$ cat src/rtl/branch_predictor.sv
// branch_predictor: 2-bit saturating-counter branch predictor with a
// fetch-to-execute tracking pipeline and optional statistics.
//
// Ports:
//   clk, rst            - clock, asynchronous active-high reset
//   pc_F, is_branch_F   - fetch PC and "is conditional branch" flag
//   stall               - pipeline freeze
//   resolve_valid_EX    - a branch resolves in EX this cycle
//   taken_EX            - actual outcome of the resolving branch
//   branch_en_F         - predict taken in fetch
//   branch_en_EX        - mispredict, redirect required
//   branch_correction   - on redirect: 1 = sequential PC, 0 = branch target
//   branch_count        - accepted resolves (BP_STATS_EN)
//   mispredict_count    - mispredicts (BP_STATS_EN)
//
// Build option: define BP_STATS_EN to enable the statistics counters;
// otherwise both statistics ports are tied to 0.
module branch_predictor #(
    parameter int WIDTH   = 32,
    parameter int ENTRIES = 16,
    parameter int DEPTH   = 2
) (
    input  logic             clk,
    input  logic             rst,
    input  logic [WIDTH-1:0] pc_F,
    input  logic             is_branch_F,
    input  logic             stall,
    input  logic             resolve_valid_EX,
    input  logic             taken_EX,
    output logic             branch_en_F,
    output logic             branch_en_EX,
    output logic             branch_correction,
    output logic [31:0]      branch_count,
    output logic [31:0]      mispredict_count
);

    localparam int IW = $clog2(ENTRIES);

    logic [1:0]    ctr [ENTRIES];
    logic [IW-1:0] idx_F;

    logic [DEPTH-1:0] st_valid;
    logic [DEPTH-1:0] st_pred;
    logic [IW-1:0]    st_idx [DEPTH];

    logic          head_valid;
    logic          head_pred;
    logic [IW-1:0] head_idx;
    logic          accept;
    logic          mispredict;
    logic          update;

    // Word-aligned PC: the low two bits and the bits above the index
    // do not take part in the lookup.
    logic unused_pc;
    assign unused_pc = ^{pc_F[WIDTH-1:IW+2], pc_F[1:0]};

    assign idx_F = pc_F[IW+1:2];

    assign head_valid = st_valid[DEPTH-1];
    // An invalid head behaves as a not-taken prediction.
    assign head_pred  = st_valid[DEPTH-1] & st_pred[DEPTH-1];
    assign head_idx   = st_idx[DEPTH-1];

    assign accept     = resolve_valid_EX & ~stall;
    assign mispredict = ~rst & accept & (head_pred ^ taken_EX);
    assign update     = accept & head_valid;

    assign branch_en_F       = ~rst & is_branch_F & ctr[idx_F][1];
    assign branch_en_EX      = mispredict;
    assign branch_correction = mispredict & head_pred & ~taken_EX;

    // Pattern table. Reads are combinational from the current state, so
    // a same-cycle lookup of the updated index sees the old value.
    always_ff @(posedge clk or posedge rst) begin
        if (rst) begin
            for (int i = 0; i < ENTRIES; i++) begin
                ctr[i] <= 2'b01;
            end
        end else if (update) begin
            if (taken_EX) begin
                if (ctr[head_idx] != 2'b11) begin
                    ctr[head_idx] <= ctr[head_idx] + 2'b01;
                end
            end else begin
                if (ctr[head_idx] != 2'b00) begin
                    ctr[head_idx] <= ctr[head_idx] - 2'b01;
                end
            end
        end
    end

    // Valid bits: a flush wins over both stall and the new capture.
    always_ff @(posedge clk or posedge rst) begin
        if (rst) begin
            st_valid <= '0;
        end else if (mispredict) begin
            st_valid <= '0;
        end else if (!stall) begin
            for (int i = DEPTH-1; i > 0; i--) begin
                st_valid[i] <= st_valid[i-1];
            end
            st_valid[0] <= is_branch_F;
        end
    end

    // Payload needs no reset: it is ignored while its valid bit is 0.
    always_ff @(posedge clk) begin
        if (!stall) begin
            for (int i = DEPTH-1; i > 0; i--) begin
                st_pred[i] <= st_pred[i-1];
                st_idx[i]  <= st_idx[i-1];
            end
            st_pred[0] <= branch_en_F;
            st_idx[0]  <= idx_F;
        end
    end

`ifdef BP_STATS_EN
    always_ff @(posedge clk or posedge rst) begin
        if (rst) begin
            branch_count     <= '0;
            mispredict_count <= '0;
        end else begin
            if (accept) begin
                branch_count <= branch_count + 32'd1;
            end
            if (mispredict) begin
                mispredict_count <= mispredict_count + 32'd1;
            end
        end
    end
`else
    assign branch_count     = '0;
    assign mispredict_count = '0;
`endif

endmodule

$ cat config.mk
export PLATFORM = sky130hd
export DESIGN_NAME = branch_predictor
export DESIGN_NICKNAME = d
export VERILOG_FILES = /design/src/rtl/branch_predictor.sv
export SDC_FILE = /design/constraint.sdc
export NUM_CORES = 1
export LEC_CHECK = 0
export CORE_ASPECT_RATIO = 2
export CORE_MARGIN = 2
export CORE_UTILIZATION = 45
export CTS_BUF_LIST = sky130_fd_sc_hd__clkbuf_16
export CTS_CLUSTER_DIAMETER = 200
export DETAILED_ROUTE_END_ITERATION = 8
export PLACE_DENSITY_LB_ADDON = 0.12
export SKIP_LAST_GASP = 1
export SLEW_MARGIN = 20
export SYNTH_ARGS = -nofsm -noshare
export SYNTH_HDL_FRONTEND = slang
export SYNTH_SLANG_ARGS = --single-unit
$ cat constraint.sdc
create_clock -name clk -period 4.2 [get_ports clk]
set_input_delay 1.26 -clock clk [delete_from_list [all_inputs] [get_ports clk]]
set_output_delay 1.26 -clock clk [all_outputs]
set_load 0.1 [all_outputs]
# After elaboration in Yosys (flattened, before gate mapping)
# Memory sizes are Yosys's and may differ from the RTL's.
# Index checks and enable logic that the tools add are counted.
# word_totals
out_inout_bits	67
register_bits	36
in_bits	38
mem_bits_rw	8
n_memories	1
# op_classes
reduce_logical	4
mux	16
order_cmp	3
n_eq_ne	3
add_sub_neg	2
bitwise	15
# mem_list
name	words	word_bits	rd	rd_clocked_by_memory_dff	write_ports	line	source
st_idx	2	4	2	0	2	44	logic [IW-1:0] st_idx [DEPTH];
# op_table
op	n
$mux 32	3
$bwmux 32	2
$bmux 2 s4	2
$mux 2	7
$ge 5x5->1 const B	2
$not 4->5	2
$and 1x1->1	9
$demux 2 s4	1
$lt 5x1->1 const B	1
$ne 2x1->1 const B	2
$reduce_bool 2->1	2
$not 1->1	3
$reduce_and 3->1	1
$add 2x1->2 const B	1
$ne 2x2->1 const B	1
$sub 2x1->2 const B	1
$logic_and 1x1->1	1
$mux 1	1
$xor 1x1->1	1

# Depth between registers and ports, before layout
# An unclocked memory read counts as a cell.
# depth
word_depth	9
ltp_mapped	11
mapped_depth_nobuf	9

# Worst setup path before layout
# No wires, ideal clock.
# synth_path
kind	input-to-output
startpoint	input stall
endpoint	output branch_correction
t_arrival_ps	3007
path_stages	2
setup_slack_ps	-67
required_time_ps	2940
path_cell_list	or3b_2 > nor2_1
# synth_between
elab_chain_cells	6
# synth_lines
element	line	source
start: declaration	27	input logic stall,
$not 1->1	65	assign accept = resolve_valid_EX & ~stall;
$and 1x1->1	65	
$and 1x1->1 (2 in a row)	66	assign mispredict = ~rst & accept & (head_pred ^ taken_EX);
$and 1x1->1 (2 in a row)	71	assign branch_correction = mispredict & head_pred & ~taken_EX;
end: declaration	32	output logic branch_correction,
# Every way passes these cells.

# Worst setup path after layout
# layout_path
startpoint	input pc_F[2]
endpoint	output branch_en_F
# layout_between
elab_chain_cells	5
# layout_lines
element	line	source
start: declaration	25	input logic [WIDTH-1:0] pc_F,
$not 4->5 (implied by the code)	69	assign branch_en_F = ~rst & is_branch_F & ctr[idx_F][1];
$bmux 2 s4	69	
$mux 2 (implied by the code) (2 in a row)	69	
$and 1x1->1	69	
end: declaration	30	output logic branch_en_F,
# Every way passes these cells. The select of a mux whose other input is x is not followed.

==> out/results.ini <==
[timing]
setup_violations = 0
slew_viol_final = 0
fin_crit_sh_pct = 96.1
period_minus_slack_ns = 4.03
rsz0062_at_grt = false
hold_violations = 0
fin_skew_ns = 0.00380
worstMarginPinSlew_ns = 0.579
fmax_ghz = 0.248
slew_headroom_pct = 61.2

[setup_path]
cp_data_required_time_ns = 2.94
path_max_fanout = 2
r2r_cells = 8
cp-start-kind = input port
arrival_ns = 2.77
end_kind = output port
path_class = input port to output port

[finish]
layout_commonest_cell = conb_1
postLayoutCellArea_mm2 = 0.00293
final_cell_mix = 64 x conb_1, 32 x mux2_2, 18 x dfrtp_1, 16 x dfstp_2, 11 x buf_4
num_antenna_cells = 0
syn_to_final_growth_pct = 6.36
layout-drive-gt1-share_pct = 37.8
nets = 280

[hold_path]
min_path_type = flip-flop to flip-flop
whs_path_depth = 0

[clock_network]
h-tree-depth = 2
clkTransAtPathRegs_ns = 0.06
cts_buffers = 5
clock_latency_ns = 0.29
cts_setup_buffers = 0
cts_root_buf = clkbuf_16
cts_tree = built
clockBufferDepth = 2
cts_sinks = 44

[pwr]
powerDensity_mw_per_mm2 = 447
p_leak_uw = 0.00134
peakVddDrop_uv = 218
p_total_uw = 1310

[die]
core_area_mm2 = 0.00596
start_util_pct = 46.3
die_area_mm2 = 0.00680
die_y_um = 115
die_w_um = 59.3
std_cell_rows = 40
io_pins = 105

[yosys]
yosysUniqueCellTypes = 37
yosysSeqAreaShare_pct = 42.5
syn_avg_cell_area_um2 = 12.6
synth_seq_cells = 44
yosys_warnings = 0
synthFlopType = dfrtp_1
synth_area_mm2 = 0.00276
synth-async-reset-ratio_pct = 77.3
synth_edf_count = 10
synthCells = 218

[drt]
wirelength_mm = 4.97
firstDrtPassIters = 5
ant_nets = 0
vias = 1509
via_per_inst = 4.96
drt_iter0_drc = 24
wl_per_cell_um = 16.3
drc = 0

[global_route]
grt_pass1_wl_mm = 7.79
grt_pass1_vias = 1451
grtUsageTotal_pct = 16.0
antenna_found_initial = 0
grt_start_max_net_pins = 35
grt.overflow.total = 0

[placement]
post_dp_cell_area_mm2 = 0.00279
port_buffers = 12
dp_hpwl_mm = 3.81
gp_congestion = 0.766

[flow_run]
timing.max_cap.violations = 0

[run_status]
status = complete, no violations

==> critical path: stages <==
cell           delay (ns)
dlygate4sd2_1        0.23
mux4_2               0.49
a2bb2oi_1            0.15
a32o_1               0.27
and3_4               0.20
buf_12               0.16
==> power breakdown <==
part	switching (uW)	total, uW	internal [uW]
clock	154	367	214
sequential	31.7	526	495
combinational	328	416	88.3
total	513	1310	797
==> timing repair <==
item,in CTS,in global routing
gates resized for setup,3,0
hold buffers,0,0
endpoints found under the setup margin,1,0
==> cells in the mapped netlist (2+ instances only) <==
cell type  count  area share, %
mux4_2        10            8.2
nor2_1         2           0.27
nand3_1        7            1.3
mux2i_2        2            1.0
inv_1          5           0.68
nand2_1        4           0.54
ha_1           2           0.91
dfstp_2       16             15
o21ai_0        2           0.36
a2bb2oi_1      2           0.64
dfrtp_1       18             16
mux2_2        32             13
and3_1         3           0.68
edfxtp_1      10             11
buf_4         64             17
mux2i_1        5            1.8
nor2b_1        3           0.68
nand3b_1       5            1.4
nor3b_2        3            1.4
buf_2          6            1.1
==> path summary, 6_finish.rpt <==
path | slack, ns | from | endpoint
max | 0.17 | pc_F[2] | branch_en_F
min | 0.42 | st_idx[0][1] | st_idx[0][5]
max reg2reg | 0.55 | st_idx[0][7] | ctr[21]
min reg2reg | 0.42 | st_idx[0][1] | st_idx[0][5]
min in group asynchronous | 1.44 | rst | st_valid[0]
max in group asynchronous | 2.41 | rst | async pin
==> cells by family (layout without fill, tap and decap cells) <==
kind of cell	Yosys count	count (layout)	share of synthesized area, %
buffers and inverters	76	36	19.3
AND/OR/NAND/NOR	34	34	9.08
XOR/XNOR	1	1	0.318
flip-flops	44	44	42.5
adder cells (fa/ha/maj)	2	2	0.908
multiplexers	50	50	24.6
other	1	64	0.136
AO/OA/AOI/OAI	10	10	3.09
==> layout make-up <==
cell class,instances,area [um^2]
fillers,548,3030
multi-input cells,161,1290
flip-flops and latches,44,1170
repair buffers,23,230
clock buffers,5,125
well taps,63,78.8
inverters,5,18.8
clock inverters,3,11.3
==> metrics by stage <==
step	util (%)	TNS [ns]	instances	hold WS [ns]	setup WS [ns]
6_report	49.2	0	304	0.423	0.165
3_3_place_gp	46.9	-0.168	296	0.406	-0.168
2_1_floorplan	-	0	281	0.400	0.0354
4_1_cts	49.2	0	304	0.426	0.151
3_5_place_dp	46.9	-0.147	296	0.412	-0.147
5_1_grt	49.2	0	304	0.437	0.132
==> routing by layer <==
layer | up-vias | share of wire, % | global-route usage, %
met5 | - | 0 | 0
met4 | 0 | 2.0 | 7.27
met3 | 6 | 4.2 | 3.62
met2 | 51 | 54 | 27.1
met1 | 764 | 39 | 18.4
li1 | 688 | - | -
Power figures use the tool's default switching activity.
